File: src/rtl/button_conditioner.sv
// Five-button input conditioner: two-flop synchronizer, debounce FSM and
// registered one-cycle press pulse per button, plus debounced levels.
// Optional feature macro: BTN_AUTO_REPEAT_EN (auto-repeat on L/R/U/D while held).
module button_conditioner #(
    parameter int unsigned DEBOUNCE_CYCLES = 4,
    parameter int unsigned REPEAT_CYCLES   = 16
) (
    input  logic       Clk,
    input  logic       reset,
    input  logic       BtnL_raw,
    input  logic       BtnR_raw,
    input  logic       BtnU_raw,
    input  logic       BtnD_raw,
    input  logic       BtnC_raw,
    output logic       BtnL,
    output logic       BtnR,
    output logic       BtnU,
    output logic       BtnD,
    output logic       BtnC,
    output logic [4:0] Held
);

    typedef enum logic [2:0] {
        WAIT_RELEASE,
        IDLE,
        PRESS_DB,
        HELD,
        RELEASE_DB
    } state_t;

    localparam logic [19:0] DB_LIMIT  = 20'(DEBOUNCE_CYCLES);
    localparam logic [19:0] COUNT_MAX = 20'hFFFFF;

    // Reject parameter values outside the 20-bit counter range at elaboration
    if (DEBOUNCE_CYCLES < 1 || DEBOUNCE_CYCLES > 1048575) begin : g_bad_debounce
        $error("DEBOUNCE_CYCLES out of range 1..2^20-1");
    end
    if (REPEAT_CYCLES < 1 || REPEAT_CYCLES > 1048575) begin : g_bad_repeat
        $error("REPEAT_CYCLES out of range 1..2^20-1");
    end

    logic [4:0] raw;
    logic [4:0] sync_meta;
    logic [4:0] sync_out;
    logic [4:0] pulse;
    logic [4:0] level;

    assign raw = {BtnL_raw, BtnR_raw, BtnU_raw, BtnD_raw, BtnC_raw};

    // Two-flop synchronizer bringing the asynchronous buttons into the clock domain
    always_ff @(posedge Clk) begin
        if (reset) begin
            sync_meta <= '0;
            sync_out  <= '0;
        end else begin
            sync_meta <= raw;
            sync_out  <= sync_meta;
        end
    end

    for (genvar i = 0; i < 5; i++) begin : g_btn
        state_t      state;
        state_t      state_next;
        logic [19:0] count;
        logic [19:0] count_next;
        logic [19:0] count_inc;
        logic        pulse_q;
        logic        pulse_next;
        logic        s;

        assign s         = sync_out[i];
        assign count_inc = (count == COUNT_MAX) ? count : count + 20'd1;

`ifdef BTN_AUTO_REPEAT_EN
        // The centre button (bit 0) never auto-repeats
        localparam bit REPEAT_ON = (i != 0);
        localparam logic [19:0] REPEAT_LAST = 20'(REPEAT_CYCLES - 1);
        logic [19:0] rep;
        logic [19:0] rep_next;
        logic [19:0] rep_inc;

        assign rep_inc = (rep == COUNT_MAX) ? rep : rep + 20'd1;
`endif

        // State, debounce counter and registered pulse for this button
        always_ff @(posedge Clk) begin
            if (reset) begin
                state   <= WAIT_RELEASE;
                count   <= '0;
                pulse_q <= 1'b0;
`ifdef BTN_AUTO_REPEAT_EN
                rep     <= '0;
`endif
            end else begin
                state   <= state_next;
                count   <= count_next;
                pulse_q <= pulse_next;
`ifdef BTN_AUTO_REPEAT_EN
                rep     <= rep_next;
`endif
            end
        end

        // Debounce FSM: a level change is accepted only after DEBOUNCE_CYCLES stable samples
        always_comb begin
            state_next = state;
            count_next = count;
            pulse_next = 1'b0;
`ifdef BTN_AUTO_REPEAT_EN
            rep_next   = rep;
`endif
            case (state)
                WAIT_RELEASE: begin
                    if (count >= DB_LIMIT) begin
                        state_next = IDLE;
                        count_next = '0;
                    end else if (!s) begin
                        count_next = count_inc;
                    end else begin
                        count_next = '0;
                    end
                end
                IDLE: begin
                    if (s) begin
                        state_next = PRESS_DB;
                        count_next = 20'd1;
                    end
                end
                PRESS_DB: begin
                    if (count >= DB_LIMIT) begin
                        state_next = HELD;
                        count_next = '0;
                        pulse_next = 1'b1;
`ifdef BTN_AUTO_REPEAT_EN
                        rep_next   = '0;
`endif
                    end else if (s) begin
                        count_next = count_inc;
                    end else begin
                        state_next = IDLE;
                        count_next = '0;
                    end
                end
                HELD: begin
                    if (!s) begin
                        state_next = RELEASE_DB;
                        count_next = 20'd1;
                    end
`ifdef BTN_AUTO_REPEAT_EN
                    else if (REPEAT_ON) begin
                        if (rep >= REPEAT_LAST) begin
                            pulse_next = 1'b1;
                            rep_next   = '0;
                        end else begin
                            rep_next = rep_inc;
                        end
                    end
`endif
                end
                RELEASE_DB: begin
                    if (count >= DB_LIMIT) begin
                        state_next = IDLE;
                        count_next = '0;
                    end else if (!s) begin
                        count_next = count_inc;
                    end else begin
                        state_next = HELD;
                        count_next = '0;
`ifdef BTN_AUTO_REPEAT_EN
                        rep_next   = '0;
`endif
                    end
                end
                default: begin
                    state_next = WAIT_RELEASE;
                    count_next = '0;
                end
            endcase
        end

        assign pulse[i] = pulse_q;
        assign level[i] = (state == HELD) || (state == RELEASE_DB);
    end

    assign {BtnL, BtnR, BtnU, BtnD, BtnC} = pulse;
    assign Held = level;

endmodule

File: config.mk
export PLATFORM = sky130hd
export DESIGN_NAME = button_conditioner
export DESIGN_NICKNAME = d
export VERILOG_FILES = /design/src/rtl/button_conditioner.sv
export SDC_FILE = /design/constraint.sdc
export NUM_CORES = 1
export LEC_CHECK = 0
export ABC_AREA = 1
export CORE_ASPECT_RATIO = 1.4
export CORE_MARGIN = 10
export CORE_UTILIZATION = 55
export DETAILED_ROUTE_END_ITERATION = 8
export GPL_ROUTABILITY_DRIVEN = 1
export HOLD_SLACK_MARGIN = 0.02
export PLACE_DENSITY = 0.73
export SETUP_SLACK_MARGIN = 0.4
export SLEW_MARGIN = 20
export SYNTH_ARGS = -nofsm -noshare
export SYNTH_HDL_FRONTEND = slang
export SYNTH_SLANG_ARGS = --single-unit
File: constraint.sdc
create_clock -name Clk -period 1.34 [get_ports Clk]
set_input_delay 0.402 -clock Clk [delete_from_list [all_inputs] [get_ports Clk]]
set_output_delay 0.402 -clock Clk [all_outputs]
set_load 0.02 [all_outputs]
==> results.cfg <==
[status]
status = complete, but fails checks
violations = negative setup slack

[sta]
max_freq_mhz = 556.8
fin_ws_ns = -0.4561
relSlewSlack_pct = 64.60
worst_pin_slew_ns = 0.5310
setup_viol = 108
period_share_pct = 134.0
hold_violations = 0
holdWs_ns = 0.2624
min_period_ns = 1.796
finClkSkew_ns = 0.008223
slew_violations = 0
setup_tns_ns = -13.24
rsz0062_at_grt = yes

[logic_synthesis]
synth_edf_count = 0
synth_top_cell_area_share_pct = 47.17
syn_nets = 765
synth_ff_type = dfxtp_1
ys_warn_count = 0
synthCells = 748
synth_seq_cells = 130
seq_area_frac_synth_pct = 47.17
avgSynthCellArea_um2 = 7.377
async_reset_ff_share_pct = 0
synth_cell_types = 31
netlist_area_um2 = 5518
synth_area_leaders = dfxtp_1 (47%), nor2_1 (9.3%), nand2_1 (8.5%), inv_1 (6.3%), nand3_1 (5.3%)
synth_area_leader_cell = dfxtp_1

[pwr]
pwr-share-comb_pct = 30.4
peakVddDrop_mv = 1.003
powerDensity_nw_per_um2 = 1364
clock_power_share_pct = 35.0
cell_internal_pwr_mw = 8.313
cellLeakagePower_nw = 4.014
seqPwrFrac_pct = 34.6
p_switching_mw = 4.209
netSwitchingFraction_pct = 33.61

[die]
die_w_um = 104.7
pin_count = 17
start_util_pct = 56.04
die_h_um = 138.5
rows = 43
core_area_um2 = 9846
dieArea_um2 = 14500

[global_routing]
grt_max_degree = 72
antenna_found_initial = 0
overflow = 0
grt_pass1_wl_um = 27610
grt_pass1_vias = 5882
track_usage_pct = 23.05

[routing]
drtAntennaViolNets = 0
vias = 6282
routedWlPerCell_um = 22.74
dr.pass1.iters = 8
drc = 0
wl_um = 23490
viasPerCell = 6.081
drtIter0Drc = 598

[setup_path]
critical_path.top_delay_family = simple AND/OR/NAND/NOR gates
r2r_slack_ns = -0.46
cp-startpoint = g_btn[2].state[2]$_SDFFE_PP0P_
path_cells = inv_4 -> nor3_4 -> buf_4 -> buf_6 -> buf_6 -> buf_6 -> buf_6 -> nand4_1 -> nand3_2 -> nand2_1 -> nand2_1 -> nor2_1
r2r_start = g_btn[2].state[2]$_SDFFE_PP0P_
ff2ff_path_depth = 12
crit_top_cell = buf_6
cp_data_required_time_ns = 1.63
crit_path_max_fanout = 4
path_class = register to register
crit_buf_inv = 6
crit_end = g_btn[2].state[1]$_SDFFE_PP0P_
critical_path_cell_count = 12
crit_arrival_ns = 2.09
cp-start-kind = register
r2r_end = g_btn[2].state[1]$_SDFFE_PP0P_
cpMaxStageDelayCell = dfxtp_4
worst_path_largest_cell_delay_ns = 0.39
crit_path_end_kind = register

[final_layout]
n_antenna_cell = 0
drive_gt1_share_pct = 60.36
multiInputGateArea_um2 = 3841
fin_nets = 905
seq_area_um2 = 2709
area_growth_pct = 66.35
final_common_cell = nor2_1
final_core_util_pct = 93.23
layout_common_cells = nor2_1 (85), buf_4 (74), dfxtp_1 (69)
fill_cells = 293

[clock_network]
cts_tree = yes
htree_levels = 4
clkLatencyLatePin_ns = 0.42
numCtsBuffers = 17
cts_hold_buf = 0
path_clk_slew_ns = 0.06
ctsLongestPathBuffers = 2
clock_sinks = 130
cts-root-buf = clkbuf_16

[placement]
gp_congestion = 0.9041
dp_slack_ns = -0.3679
io_buffer_count = 16
place_hpwl_um = 8397

[run]
drv_cap = 0

[worst_hold_path]
min_path_type = input pin to register
[per-stage QoR]
stage	power [mW]	cells	cell area, um^2
2_1_floorplan	5.742	748	5973
3_3_place_gp	6.245	933	6566
3_5_place_dp	6.341	933	6566
4_1_cts	11.29	1014	8229
5_1_grt	12.76	1033	9179
6_report	12.52	1033	9179
[logic make-up after synthesis]
family | after synthesis | synth area share [%]
simple gates | 427 | 35.42
buf+inv | 134 | 10.04
flops | 130 | 47.17
compound gates | 47 | 5.102
fa+ha+maj | 10 | 2.268
[worst register-to-register path: cells and delay by family (launching register included)]
family                 cells  cell delay [ns]
buffers and inverters      6             0.51
flip-flops                 1             0.39
AND/OR/NAND/NOR            6             0.77
[power by group through the flow]
| stage | Combinational [mW] | Sequential [mW] | Clock [mW] |
|---|---|---|---|
| after floorplan | 1.42 | 4.32 | 0 |
| after global placement | 1.93 | 4.31 | 0 |
| after detailed placement | 2.01 | 4.33 | 0 |
| after CTS | 2.74 | 4.28 | 4.27 |
| after global routing | 3.93 | 4.34 | 4.49 |
| final | 3.81 | 4.33 | 4.38 |
[cells in the mapped netlist (10+ instances only)]
cell	count
nor2_1	136
dfxtp_1	130
nand2_1	125
inv_1	93
nand3_1	58
nor3_1	40
nand4_1	28
a21oi_1	19
inv_2	15
nor2_2	11
ha_1	10
nand2_2	10
nor3_2	10
[final cells by class]
| type | count | share of cell area [%] |
|---|---|---|
| Clock buffer | 24 | 5.357 |
| Inverter | 113 | 5.507 |
| Timing Repair inverter | 1 | 0.1227 |
| Clock inverter | 5 | 0.5862 |
| Timing Repair Buffer | 141 | 15.23 |
| Multi-Input combinational cell | 484 | 41.85 |
| Tap cell | 135 | 1.840 |
| Sequential cell | 130 | 29.51 |
[sequential cells by signal, summed over array words and instances (netlist names)]
signal       count
sync_out         5
BtnR             1
BtnL             1
BtnU             1
BtnC             1
sync_meta        5
g_btn.count    100
g_btn.state     15
BtnD             1
[repair_timing]
item | CTS | global route
setup endpoints to repair | 130 | 130
buffers inserted | 50 | 19
gates cloned | 2 | 0
pin swaps | 56 | 61
resized for setup | 254 | 222
[worst min path at each step]
| stage | cells after the start | start | slack (ns) | end |
|---|---|---|---|---|
| floorplan | 2 | sync_meta[0]$_SDFF_PP0_ | 0.39 | sync_out[0]$_SDFF_PP0_ |
| CTS | 2 | reset | 0.24 | g_btn[3].state[0]$_SDFFE_PP0P_ |
| global placement | 2 | sync_meta[2]$_SDFF_PP0_ | 0.39 | sync_out[2]$_SDFF_PP0_ |
| global route | 2 | reset | 0.26 | g_btn[3].state[2]$_SDFFE_PP0P_ |
| detailed placement | 2 | sync_meta[3]$_SDFF_PP0_ | 0.40 | sync_out[3]$_SDFF_PP0_ |
| finish | 2 | reset | 0.26 | g_btn[3].state[2]$_SDFFE_PP0P_ |
[routing by layer]
layer,share of wire [%],track usage (%),wire length [um],up-vias
li1,-,-,-,2672
met1,33,22.27,7721,2978
met2,51,42.60,11940,429
met3,6.9,4.512,1613,203
met4,9.5,16.01,2222,0
met5,0,0,0,-
Power figures use the tool's default switching activity.
==> edit 1 (same flow settings) <==
The option `BTN_AUTO_REPEAT_EN` is turned on by a define.
--- a/src/rtl/button_conditioner.sv
+++ b/src/rtl/button_conditioner.sv
@@ -3,2 +3,4 @@
 // Optional feature macro: BTN_AUTO_REPEAT_EN (auto-repeat on L/R/U/D while held).
+`define BTN_AUTO_REPEAT_EN
+
 module button_conditioner #(
Formal check against the unedited RTL: same outputs for any inputs over 4 cycles, from zero or initial values and one cycle with reset high; that may be too few to reach the edited logic, so the function may still have changed.
==> edit 1 against the unedited design <==
- the flow still finishes with violations (negative setup slack)
- final cell count up 58%
- worst hold slack better by 0.092 ns
- setup slack worse by 0.051 ns
- sequential share of layout area up 0.69 points
- wire length up 39%
- power up 41%
- area after synthesis up 58%
- clock skew up 0.0042 ns
- sequential cell count up 80
- design area up 55%
- clock power up 41%
==> edit 1: results (changes against the unedited design) <==
metric,value,unit,change
setup_slack,-0.507,ns,-0.0510 ns
setup-violations-final,204,,+89%
synth_fa_ha_area_frac,0.0201,,-0.00262
cts_max_path_buffers,3,,+1
fin_worst_skew,0.0125,ns,+0.00424 ns
drt_iter0_drc,860,,+44%
cp.arrival,2.23,ns,+0.14 ns
p_leak,0.00614,uW,+53%
wl_met2,17.4,mm,+45%
met2_usage,0.399,,-0.0273
clk_latency,0.51,ns,+0.09 ns
synth_top_area_share,0.481,,+0.00958
gp_congestion,0.865,,-4.3%
nClkBuffers,26,,+8.3%
inv_count,173,,+52%
status,"complete, but fails checks",,
ys_seq_area_frac,0.481,,+0.00958
setup_tns,-43.06,ns,-29.82 ns
p_clk,6160,uW,+41%
synth_cells,1177,,+57%
synth_compound_area_frac,0.0312,,-0.0198
detailed_place_hpwl,13.1,mm,+56%
violations,negative setup slack,,
finalNonFillerCells,1637,,+58%
dpl_worst_slack,-0.301,ns,+0.0666 ns
placed_cells,1534,,+64%
nNetsFinal,1448,,+60%
ir_worst_vdd,1.82,mV,+81%
clk_share,0.0495,,-0.00993
grtUsageMet3,0.0272,,-0.0179
grt_max_degree,50,,-31%
synth_commonest_cells,"nand2_1, nor2_1, dfxtp_1",,
wl_met3,2.05,mm,+27%
num-fill-cells,545,,+86%
-- edit 1: critical path, stage by stage, from the launching register on --
cell	delay (ns)
dfxtp_1	0.37
ha_1	0.21
nand2_1	0.12
nor2_1	0.16
nand2_1	0.10
nor2_1	0.25
nand2_2	0.13
nand2_1	0.12
nand2_1	0.10
nand2_1	0.09
a21oi_1	0.07
-- edit 1: worst paths after layout --
kind                             startpoint                             end  slack [ns]  depth (start not counted)
max          g_btn[1].count[1]$_SDFFE_PP0P_  g_btn[1].count[0]$_SDFFE_PP0P_       -0.51                         10
min                                   reset                 BtnD$_SDFF_PP0_        0.35                          3
max reg2reg  g_btn[1].count[1]$_SDFFE_PP0P_  g_btn[1].count[0]$_SDFFE_PP0P_       -0.51                         10
min reg2reg         sync_meta[4]$_SDFF_PP0_          sync_out[4]$_SDFF_PP0_        0.43                          2
-- edit 1: repair_timing --
item,4_1_cts,5_1_grt
endpoints found under the setup margin,210,210
gates resized for setup,290,297
setup buffers,30,28
pin swaps,78,113
cloned,8,0
hold buffers,0,0
==> edit 2 (same flow settings) <==
Made on the original files. The 5 states of `state_t` get a Gray code encoding in 3 bits.
--- a/src/rtl/button_conditioner.sv
+++ b/src/rtl/button_conditioner.sv
@@ -23,7 +23,7 @@
     typedef enum logic [2:0] {
-        WAIT_RELEASE,
-        IDLE,
-        PRESS_DB,
-        HELD,
-        RELEASE_DB
+        WAIT_RELEASE = 3'b000,
+        IDLE         = 3'b001,
+        PRESS_DB     = 3'b011,
+        HELD         = 3'b010,
+        RELEASE_DB   = 3'b110
     } state_t;
Function: same outputs for any inputs over 4 cycles, from zero or initial values and one cycle with reset high; so few cycles prove little.
==> edit 2 against the unedited design <==
- the run still ends with negative setup slack left
- setup slack better by 0.0016 ns
- design area is 2.1% higher
- final cell count is 5.6% higher
- sequential cell count stayed put
- wire length is 2.3% lower
- area after synthesis is 7.7% higher
Power is not compared: it rests on default switching activity, and its combinational part moved more than twofold at a synthesized area within 25%.
==> edit 2: results (changes against the unedited design) <==
metric,value,unit,change
status,"complete, but fails checks",,
violations,negative setup slack,,
layout.non_clock_buffers,142,,+0.71%
grt_pass1_wl,27.3,mm,-1.0%
synth_cells,804,,+7.5%
gp_congestion,0.848,,-6.2%
ys_types,40,,+29%
num_vias,6516,,+3.7%
multi_input_gates,552,,+14%
synth_area_leaders,"dfxtp_1, nand2_1, nor2_1",,
setup_tns,-9.66,ns,+3.58 ns
drive_gt1_frac,0.570,,-0.0338
sh_seq_area,0.287,,-0.00782
cp_slowest_stage_delay,0.34,ns,-0.05 ns
post_cts_resized,252,,-0.79%
num-fill-cells,407,,+39%
nNetsFinal,961,,+6.2%
wl_met2,11.9,mm,about the same
nClkBuffers,23,,-4.2%
setup_slack,-0.454,ns,+0.00165 ns
seq_cells,130,,unchanged
grt_max_degree,48,,-33%
met2_usage,0.415,,-0.0108
met1_usage,0.215,,-0.00773
cp.arrival,2.11,ns,+0.02 ns
via_per_inst,5.97,,-1.8%
cpMaxStageDelayCell,dfxtp_2,,
detailed_place_hpwl,9.21,mm,+9.6%
r2r_cells,9,,-3
post-cts-setup-buffer-count,26,,-48%
inv_count,101,,-11%
clk_share,0.0580,,-0.00147
worst_hold_slack,0.420,ns,+0.158 ns
placed_cells,1016,,+8.9%
fin_worst_skew,0.00535,ns,-0.00287 ns
dpl_worst_slack,-0.147,ns,+0.221 ns
setup-violations-final,78,,-28%
reg2reg_from,g_btn[2].count[4]$_SDFFE_PP0P_,,
buf_share,0.154,,+0.00187
routedWlPerCell,21.0,um,-7.5%
grt_pass1_vias,6017,,+2.3%
track_usage,0.217,,-0.0138
wl_met1,8.06,mm,+4.4%
place_area,7080,um2,+7.8%
multi_input_area,4070,um2,+5.8%
==> edit 2: changes by cell type after synthesis, sizes merged, moves of 3 or more <==
| cell | change |
|---|---|
| o21bai | +4 |
| inv | -9 |
| nand4 | -9 |
| nand3 | +8 |
| a21oi | -15 |
| buf | +4 |
| clkinv | -5 |
| nor3 | -8 |
| nor2 | +21 |
| nor3b | +22 |
| nor4 | -3 |
| nand2 | +39 |
| xor2 | +4 |
==> edit 2: cell families (layout without fill, tap and decap cells) <==
kind of cell	count (synthesis)	after routing	synth area share
simple gates	500	501	0.405
flops	130	130	0.438
fa+ha+maj	10	10	0.0211
xor+xnor	5	5	0.00737
compound gates	36	36	0.0373
buf+inv	123	271	0.0909
==> edit 2: power groups by stage <==
stage	registers, uW	logic (uW)	clock network (uW)
after floorplan	4680	3870	0
after global placement	4620	5270	0
after detailed placement	4640	5460	0
after CTS	4620	6980	4300
after global routing	4700	9340	4510
final	4660	8900	4360
